==> config.mk <==
export PLATFORM = sky130hd
export DESIGN_NAME = uart_word_packer_flat
export DESIGN_NICKNAME = d
export VERILOG_FILES = /design/src/rtl/uart_word_packer_if.sv /design/src/rtl/uart_word_packer.sv /design/src/flat_wrapper.sv
export SDC_FILE = /design/constraint.sdc
export NUM_CORES = 1
export LEC_CHECK = 0
export ABC_CLOCK_PERIOD_IN_PS = 2870
export CORE_AREA = 2 2 77 133
export CTS_CLUSTER_SIZE = 40
export DETAILED_ROUTE_END_ITERATION = 16
export DIE_AREA = 0 0 79 135
export DONT_BUFFER_PORTS = 1
export PLACE_DENSITY = 0.64
export SYNTH_ARGS = -nofsm -noshare
export SYNTH_HDL_FRONTEND = slang
export SYNTH_SLANG_ARGS = --single-unit
==> constraint.sdc <==
create_clock -name clk -period 2.87 [get_ports clk]
set_clock_uncertainty 0.15 [all_clocks]
set_input_delay 0.287 -clock clk [delete_from_list [all_inputs] [get_ports clk]]
set_output_delay 0.287 -clock clk [all_outputs]
set_load 0.02 [all_outputs]
==> src/rtl/uart_word_packer_if.sv <==
// Purpose: bundles the byte-in / word-out signals of uart_word_packer.
// Latency: none, wiring only.
// Backpressure: out_ready from the consumer; the byte side has none (rx_valid is a strobe).
interface uart_word_packer_if #(
  parameter int BYTES_PER_WORD = 2,
  parameter int FIFO_DEPTH     = 4
);
  logic                          rx_valid;
  logic [7:0]                    rx_data;
  logic                          flush;
  logic [8*BYTES_PER_WORD-1:0]   out_data;
  logic                          out_valid;
  logic                          out_ready;
  logic [$clog2(FIFO_DEPTH):0]   fifo_count;
  logic                          overflow;
  logic                          overflow_clr;
  logic                          timeout_err;

  // Byte source / word consumer side.
  modport master (
    output rx_valid, rx_data, flush, out_ready, overflow_clr,
    input  out_data, out_valid, fifo_count, overflow, timeout_err
  );

  // Packer side.
  modport slave (
    input  rx_valid, rx_data, flush, out_ready, overflow_clr,
    output out_data, out_valid, fifo_count, overflow, timeout_err
  );
endinterface

==> src/rtl/uart_word_packer.sv <==
// Purpose: packs BYTES_PER_WORD UART bytes into a word and queues it in a small FIFO.
// Latency: last byte strobe in cycle N -> word at FIFO head (out_valid) in cycle N+1.
// Backpressure: out_valid/out_ready on the word side; a word completed into a full FIFO is dropped and flagged.
module uart_word_packer #(
  parameter int BYTES_PER_WORD = 2,
  parameter int FIFO_DEPTH     = 4,
  parameter bit BIG_ENDIAN     = 1'b0,
  parameter int TIMEOUT_CYCLES = 0
) (
  input logic               clk,
  input logic               rst_n,
  uart_word_packer_if.slave bus
);
  localparam int W  = 8 * BYTES_PER_WORD;
  localparam int AW = $clog2(FIFO_DEPTH);
  localparam int CW = AW + 1;
  localparam int IW = (BYTES_PER_WORD > 1) ? $clog2(BYTES_PER_WORD) : 1;
  localparam int TW = (TIMEOUT_CYCLES > 0) ? $clog2(TIMEOUT_CYCLES + 1) : 1;

  localparam logic [IW-1:0] LAST_IDX  = IW'(BYTES_PER_WORD - 1);
  localparam logic [TW-1:0] TMO_LIMIT = TW'(TIMEOUT_CYCLES);
  localparam logic [CW-1:0] FULL_CNT  = CW'(FIFO_DEPTH);

  logic [IW-1:0] idx_q;
  logic [IW-1:0] byte_pos;
  logic [TW-1:0] tmo_cnt_q;
  logic [W-1:0]  asm_q;
  logic [W-1:0]  word_next;
  logic          accept;
  logic          word_done;
  logic          tmo_expire;
  logic          timeout_err_q;

  logic [W-1:0]  mem [FIFO_DEPTH];
  logic [AW-1:0] wr_ptr_q;
  logic [AW-1:0] rd_ptr_q;
  logic [CW-1:0] count_q;
  logic          pop;
  logic          full;
  logic          push_ok;
  logic          ovf_set;
  logic          overflow_q;

  // A byte is taken unless flush discards it; the word completes on the last index.
  assign accept     = bus.rx_valid && !bus.flush;
  assign word_done  = accept && (idx_q == LAST_IDX);
  // Expiry yields to an arriving byte and to flush, so only an idle partial word times out.
  assign tmo_expire = (TIMEOUT_CYCLES > 0) && (idx_q != '0) && !bus.rx_valid &&
                      !bus.flush && (tmo_cnt_q == TMO_LIMIT);

  // Merge the incoming byte into the assembly register at its byte-order position.
  always_comb begin
    byte_pos  = BIG_ENDIAN ? (LAST_IDX - idx_q) : idx_q;
    word_next = asm_q;
    word_next[8*byte_pos +: 8] = bus.rx_data;
  end

  // Byte index and assembly register; stale bytes are simply overwritten by the next word.
  always_ff @(posedge clk or negedge rst_n) begin
    if (!rst_n) begin
      idx_q <= '0;
      asm_q <= '0;
    end else if (bus.flush) begin
      idx_q <= '0;
    end else if (accept) begin
      asm_q <= word_next;
      idx_q <= word_done ? '0 : idx_q + 1'b1;
    end else if (tmo_expire) begin
      idx_q <= '0;
    end
  end

  // Inter-byte idle counter, running only while a partial word is held.
  always_ff @(posedge clk or negedge rst_n) begin
    if (!rst_n) begin
      tmo_cnt_q     <= '0;
      timeout_err_q <= 1'b0;
    end else begin
      timeout_err_q <= tmo_expire;
      if ((TIMEOUT_CYCLES == 0) || bus.flush || bus.rx_valid || tmo_expire || (idx_q == '0))
        tmo_cnt_q <= '0;
      else
        tmo_cnt_q <= tmo_cnt_q + 1'b1;
    end
  end

  // A pop frees a slot in the same cycle, so a full FIFO still accepts a push when popped.
  assign pop     = (count_q != '0) && bus.out_ready;
  assign full    = (count_q == FULL_CNT);
  assign push_ok = word_done && (!full || pop);
  assign ovf_set = word_done && full && !pop;

  // Word storage and pointers; storage is cleared so out_data reads zero after reset.
  always_ff @(posedge clk or negedge rst_n) begin
    if (!rst_n) begin
      for (int i = 0; i < FIFO_DEPTH; i++) mem[i] <= '0;
      wr_ptr_q <= '0;
      rd_ptr_q <= '0;
    end else begin
      if (push_ok) begin
        mem[wr_ptr_q] <= word_next;
        wr_ptr_q      <= wr_ptr_q + 1'b1;
      end
      if (pop) rd_ptr_q <= rd_ptr_q + 1'b1;
    end
  end

  // Occupancy: simultaneous push and pop leave it unchanged.
  always_ff @(posedge clk or negedge rst_n) begin
    if (!rst_n) begin
      count_q <= '0;
    end else begin
      case ({push_ok, pop})
        2'b10:   count_q <= count_q + 1'b1;
        2'b01:   count_q <= count_q - 1'b1;
        default: count_q <= count_q;
      endcase
    end
  end

  // Sticky drop flag; a new drop beats a clear in the same cycle.
  always_ff @(posedge clk or negedge rst_n) begin
    if (!rst_n)                overflow_q <= 1'b0;
    else if (ovf_set)          overflow_q <= 1'b1;
    else if (bus.overflow_clr) overflow_q <= 1'b0;
  end

  assign bus.out_data    = mem[rd_ptr_q];
  assign bus.out_valid   = (count_q != '0);
  assign bus.fifo_count  = count_q;
  assign bus.overflow    = overflow_q;
  assign bus.timeout_err = timeout_err_q;
endmodule

==> src/flat_wrapper.sv <==
// flat-port wrapper written by rule: the top's interface ports become plain ports
module uart_word_packer_flat 
#(
  parameter int BYTES_PER_WORD = 2,
  parameter int FIFO_DEPTH     = 4,
  parameter bit BIG_ENDIAN     = 1'b0,
  parameter int TIMEOUT_CYCLES = 0
)
  (clk, rst_n, bus_rx_valid, bus_rx_data, bus_flush, bus_out_ready, bus_overflow_clr, bus_out_data, bus_out_valid, bus_fifo_count, bus_overflow, bus_timeout_err);
  uart_word_packer_if #(.BYTES_PER_WORD(BYTES_PER_WORD), .FIFO_DEPTH(FIFO_DEPTH)) bus_i ();
  input logic clk;
  input logic rst_n;
  input wire logic [$bits(bus_i.rx_valid)-1:0] bus_rx_valid;
  input wire logic [$bits(bus_i.rx_data)-1:0] bus_rx_data;
  input wire logic [$bits(bus_i.flush)-1:0] bus_flush;
  input wire logic [$bits(bus_i.out_ready)-1:0] bus_out_ready;
  input wire logic [$bits(bus_i.overflow_clr)-1:0] bus_overflow_clr;
  output wire logic [$bits(bus_i.out_data)-1:0] bus_out_data;
  output wire logic [$bits(bus_i.out_valid)-1:0] bus_out_valid;
  output wire logic [$bits(bus_i.fifo_count)-1:0] bus_fifo_count;
  output wire logic [$bits(bus_i.overflow)-1:0] bus_overflow;
  output wire logic [$bits(bus_i.timeout_err)-1:0] bus_timeout_err;
  assign bus_i.rx_valid = bus_rx_valid;
  assign bus_i.rx_data = bus_rx_data;
  assign bus_i.flush = bus_flush;
  assign bus_i.out_ready = bus_out_ready;
  assign bus_i.overflow_clr = bus_overflow_clr;
  assign bus_out_data = bus_i.out_data;
  assign bus_out_valid = bus_i.out_valid;
  assign bus_fifo_count = bus_i.fifo_count;
  assign bus_overflow = bus_i.overflow;
  assign bus_timeout_err = bus_i.timeout_err;
  uart_word_packer #(.BYTES_PER_WORD(BYTES_PER_WORD), .FIFO_DEPTH(FIFO_DEPTH), .BIG_ENDIAN(BIG_ENDIAN), .TIMEOUT_CYCLES(TIMEOUT_CYCLES)) u_core (.clk(clk), .rst_n(rst_n), .bus(bus_i));
endmodule
**Word level (Yosys, flattened, before mapping)**

Index checks and enable logic that the tools add are counted.

- $add $sub $neg: 6
- $lt $le $gt $ge: 3
- Eq/ne operators: 3
- Shift-type cells: 2
- Muxes and demuxes: 13
- Bitwise operators: 3
- Reduce and logical (&&, ||, !) cells: 16

Operators by type and width:

| kind | count |
|---|---|
| 64-bit bitwise mux | 1 |
| 16-bit two-way mux | 3 |
| 4-bit negator with 34-bit output | 1 |
| 8-bit by 34-bit variable shift with 16-bit output, first input constant | 1 |
| 8-bit by 34-bit variable part select with 16-bit output | 1 |
| 16-bit binary-select mux with 2-bit select | 1 |
| 16-bit demux with 2-bit select | 1 |
| 16-bit bitwise mux | 1 |
| 1-bit logical AND | 7 |
| 3-bit >= comparator, second input constant | 2 |
| 2-bit inverter with 3-bit output | 2 |
| 3-bit one-hot mux with 2 select lines | 1 |
| 2-bit nonzero test | 3 |
| 1-bit two-way mux | 5 |
| 2-bit by 1-bit adder with 2-bit output, second input constant | 2 |
| 3-bit by 1-bit adder with 3-bit output, second input constant | 1 |
| 3-bit equality test, second input constant | 1 |
| 1-bit zero test | 3 |
| 3-bit by 1-bit less-than comparator with 1-bit output, second input constant | 1 |
| 3-bit nonzero test | 1 |
| 3-bit by 1-bit subtractor with 3-bit output, second input constant | 1 |
| 2-bit by 1-bit equality test with 1-bit output, second input constant | 1 |
| 2-bit equality test, second input constant | 1 |
| 2-bit AND reduction | 1 |
| other kinds (3) | 3 |

- Flip-flop bits (word level): 89
- Input port bits: 14
- Word-level logic and storage cells: 56

**Longest topological paths before layout**

- Depth after elaboration: 6
- Gate-level depth with buffers: 11
- Depth with buffers taken out: 9

**Worst setup path before layout**

Ideal clock, no wire load.

- Path kind: register -> register
- Start point: register u_core.count_q[0], in the netlist u_core.bus.fifo_count[0]
- End point: register u_core.count_q[2], in the netlist u_core.bus.fifo_count[2]
- Library setup time: 0.080 ns
- Arrival time: 2.389 ns
- Data required time: 2.640 ns
- Slack: 0.251 ns
- Stages on the path, launching flop included: 11
- Path buffers: 1
- Cells stage by stage: dfrtp_1 > or4b_4 > buf_6 > and2_2 > inv_1 > ha_1 > inv_1 > fa_1 > xor2_1 > nor2_1 > xor2_1

- Longest elaborated chain between the ends: 6

RTL lines:

| item | RTL line | RTL |
|---|---|---|
| from (decl) | uart_word_packer.sv:37 | `logic [CW-1:0] count_q;` |
| from (signal assigned) | uart_word_packer.sv:114 | `2'b10: count_q <= count_q + 1'b1;` |
| from (signal assigned) | uart_word_packer.sv:115 | `2'b01: count_q <= count_q - 1'b1;` |
| from (signal assigned) | uart_word_packer.sv:116 | `default: count_q <= count_q;` |
| 3-bit equality test / 3-bit nonzero test (equally long branches) | uart_word_packer.sv:89, uart_word_packer.sv:88 |  |
| 1-bit zero test / 1-bit logical AND (equally long branches) | uart_word_packer.sv:90, uart_word_packer.sv:88 |  |
| 1-bit logical OR | uart_word_packer.sv:90 | `assign push_ok = word_done && (!full \|\| pop);` |
| 1-bit logical AND | uart_word_packer.sv:90 |  |
| 2-bit by 1-bit equality test with 1-bit output / 2-bit equality test (equally long branches) | uart_word_packer.sv:113 | `case ({push_ok, pop})` |
| 3-bit one-hot mux with 2 select lines / 2-bit nonzero test (equally long branches) | - |  |

Several ways; a longest one is shown, not always the timed one.
A chain may end at the register's enable or synchronous reset.

**Final worst setup path**

- Start point: register u_core.count_q[1], in the netlist u_core.bus.fifo_count[1]
- End point: register u_core.count_q[2], in the netlist u_core.bus.fifo_count[2]

Same word-level chain as after synthesis.

==> flow_metrics.py <==
metrics = {
    "die": {
        "pin_count": 36,
        "dieArea_um2": 10700,
        "die_h_um": 135,
        "die_width_um": 79,
        "core_um2": 9530,
        "floorplan.initialDensity_pct": 45.2,
        "rows": 47,
    },
    "clock_network": {
        "cts_resized": 0,
        "clkSinkCount": 89,
        "cts_setup_buffers": 0,
        "clk_latency_ps": 330,
        "h-tree-depth": 3,
        "cts_root_buf": "clkbuf_16",
        "clk_pin_slew_ps": 60,
        "cts-buffers-inserted": 9,
        "clockBufferDepth": 2,
        "cts_tree": "yes",
    },
    "pwr": {
        "p_leak_nw": 2.28,
        "clkPwrFrac_pct": 21.3,
        "p_int_mw": 3.28,
        "max-vdd-ir-drop_uv": 388,
        "p_seq_share_pct": 42.4,
        "power_density_nw_per_um2": 1000,
        "p_switching_mw": 1.53,
        "p_total_mw": 4.81,
        "combPwrFrac_pct": 36.2,
        "netSwitchingFraction_pct": 31.8,
    },
    "critical_path": {
        "crit_path_end_kind": "register",
        "crit_arrival_ps": 2670,
        "worst_path_max_delay_cell": "or4b_4",
        "cp_slowest_stage_delay_ps": 640,
        "critical_path.top_delay_family": "simple AND/OR/NAND/NOR gates",
        "cp-start-kind": "register",
        "required_ps": 2970,
        "crit_fanout": 7,
        "worstPathCellList": "or4b_4 -> and2_2 -> inv_1 -> ha_1 -> inv_1 -> fa_1 -> xor2_1 -> nor2_1 -> xor2_1",
        "path_buf_inv": 2,
        "path_class": "register to register",
    },
    "status": {
        "run_status": "finished clean",
    },
    "yosys": {
        "synth_edf_count": 0,
        "synthFlopType": "dfrtp_1",
        "ys.warnings.count": 0,
        "synthesis.instances": 270,
        "synthesis.nets": 290,
        "async_flop_share_pct": 100,
        "syn_area_per_cell_um2": 15.9,
        "netlist_area_um2": 4300,
        "yosysSeqAreaShare_pct": 51.7,
        "synth-seq-cells": 89,
        "synth_cell_types": 29,
    },
    "final_layout": {
        "multiInputGateArea_um2": 1910,
        "nets": 307,
        "layout_common_cells": "dfrtp_1 (89), mux2_2 (48), mux2_4 (40)",
        "fillers": 837,
        "final_common_cell": "dfrtp_1",
        "regArea_um2": 2230,
        "drive_gt1_share_pct": 45.7,
        "syn_to_final_growth_pct": 11.2,
        "diodes": 0,
        "final_area_um2": 4780,
    },
    "grt": {
        "grt.total_usage_pct": 17.4,
        "antenna_found_initial": 0,
        "first_global_vias": 2497,
        "overflow": 0,
        "grt_first_pass_wirelength_um": 14000,
        "grt_max_degree": 90,
    },
    "routing": {
        "drt_iter0_drc": 169,
        "first_pass_iters": 4,
        "num_vias": 2191,
        "vias_per_cell": 5.33,
        "wl_per_cell_um": 19.7,
        "drc": 0,
        "routed_wl_um": 8120,
        "postRouteAntennaNets": 0,
    },
    "timing": {
        "final_hold_viol_count": 0,
        "fmax_mhz": 389,
        "setup-tns-final_ps": 0,
        "worst_slack_ps": 300,
        "rsz0062_at_grt": "no",
        "finalSetupViolations": 0,
        "fin_hold_ws_ps": 85.0,
        "finalCriticalPeriod_ps": 2570,
        "fin_crit_sh_pct": 89.5,
        "tightest_slew_ps": 748,
        "slew_headroom_pct": 49.9,
        "report.final.slew_viol_count": 0,
    },
    "flow_run": {
        "maxCapViolCount": 0,
    },
    "placed_design": {
        "dp_hpwl_um": 5260,
        "portBuffers": 0,
        "place_area_um2": 4390,
        "gp_congestion": 0.711,
        "dp_slack_ps": 311,
    },
    "min_path": {
        "hold_class": "input pin to register",
    },
}
cell type report:
| type | instances | share of cell area, % |
|---|---|---|
| flip-flops and latches | 89 | 46.5 |
| multi-input cells | 160 | 40.0 |
| clock buffers | 12 | 5.15 |
| repair buffers | 20 | 4.45 |
| well taps | 122 | 3.19 |
| inverters | 7 | 0.549 |
| clock inverters | 1 | 0.105 |
repair_timing:
action,CTS,global route
hold endpoints to repair,107,0
endpoints found under the setup margin,0,0
hold buffers,13,0
layer usage:
layer | track usage [%] | vias to the layer above | wire length (um)
met1 | 22.1 | 1158 | 3350
met5 | 0 | - | 0
met3 | 4.48 | 10 | 334
met4 | 7.28 | 0 | 149
met2 | 28.0 | 36 | 4290
li1 | - | 987 | -
power by group through the flow:
stage	Combinational (mW)	Sequential, mW	Clock [mW]
floorplan	1.48	1.95	0
global placement	1.68	2.03	0
detailed placement	1.72	2.06	0
CTS	1.78	2.04	1.06
global route	1.89	2.11	1.11
finish	1.74	2.04	1.03
cell usage after synthesis, types with 2 or more instances:
cell,count,area (um^2)
mux4_2,16,360
mux2_2,48,541
nand3_4,4,70.1
buf_2,6,30.0
nor2_1,2,7.51
clkbuf_1,2,7.51
dfrtp_1,89,2230
nand2_1,25,93.8
xnor2_1,4,35.0
mux2_4,40,601
ha_1,5,62.6
buf_12,4,80.1
xor2_1,3,26.3
inv_1,7,26.3
final timing paths:
path / slack, ps / startpoint / depth (start not counted) / to
setup / recovery: 300 / u_core.bus.fifo_count[1]$_DFFE_PN0P_ / 9 / u_core.bus.fifo_count[2]$_DFFE_PN0P_
hold / removal: 90 / bus_out_ready / 2 / u_core.rd_ptr_q[0]$_DFFE_PN0P_
setup reg to reg: 300 / u_core.bus.fifo_count[1]$_DFFE_PN0P_ / 9 / u_core.bus.fifo_count[2]$_DFFE_PN0P_
hold reg to reg: 320 / u_core.asm_q[14]$_DFFE_PN0P_ / 2 / u_core.asm_q[14]$_DFFE_PN0P_
max in group asynchronous: 1830 / rst_n / 2 / u_core.asm_q[4]$_DFFE_PN0P_
min in group asynchronous: 380 / rst_n / 2 / u_core.asm_q[12]$_DFFE_PN0P_
kinds of logic after synthesis:
kind of cell / synth area share [%]
other cells: 0.0871
mux: 35.1
fa+ha+maj: 1.92
xor+xnor: 1.42
flops: 51.7
buf+inv: 3.78
simple gates: 5.44
compound gates: 0.494
registers in the layout, summed over array words and instances, names as in the netlist:
| name | flops |
|---|---|
| u_core.asm_q | 16 |
| u_core.bus.fifo_count | 3 |
| u_core.bus.overflow | 1 |
| u_core.byte_pos | 1 |
| u_core.mem | 64 |
| u_core.rd_ptr_q | 2 |
| u_core.wr_ptr_q | 2 |
metrics by stage:
step | std cells | utilization (%)
6_report | 411 | 50.2
5_1_grt | 411 | 50.2
4_1_cts | 411 | 50.2
3_5_place_dp | 385 | 46.0
3_3_place_gp | 385 | 46.0
2_1_floorplan | 270 | -
worst register-to-register path: stages (launching register included):
cell	delay, ps
dfrtp_1	370
or4b_4	640
and2_2	260
inv_1	60
ha_1	180
inv_1	60
fa_1	370
xor2_1	150
nor2_1	110
xor2_1	150
(Power assumes the default switching activity.)
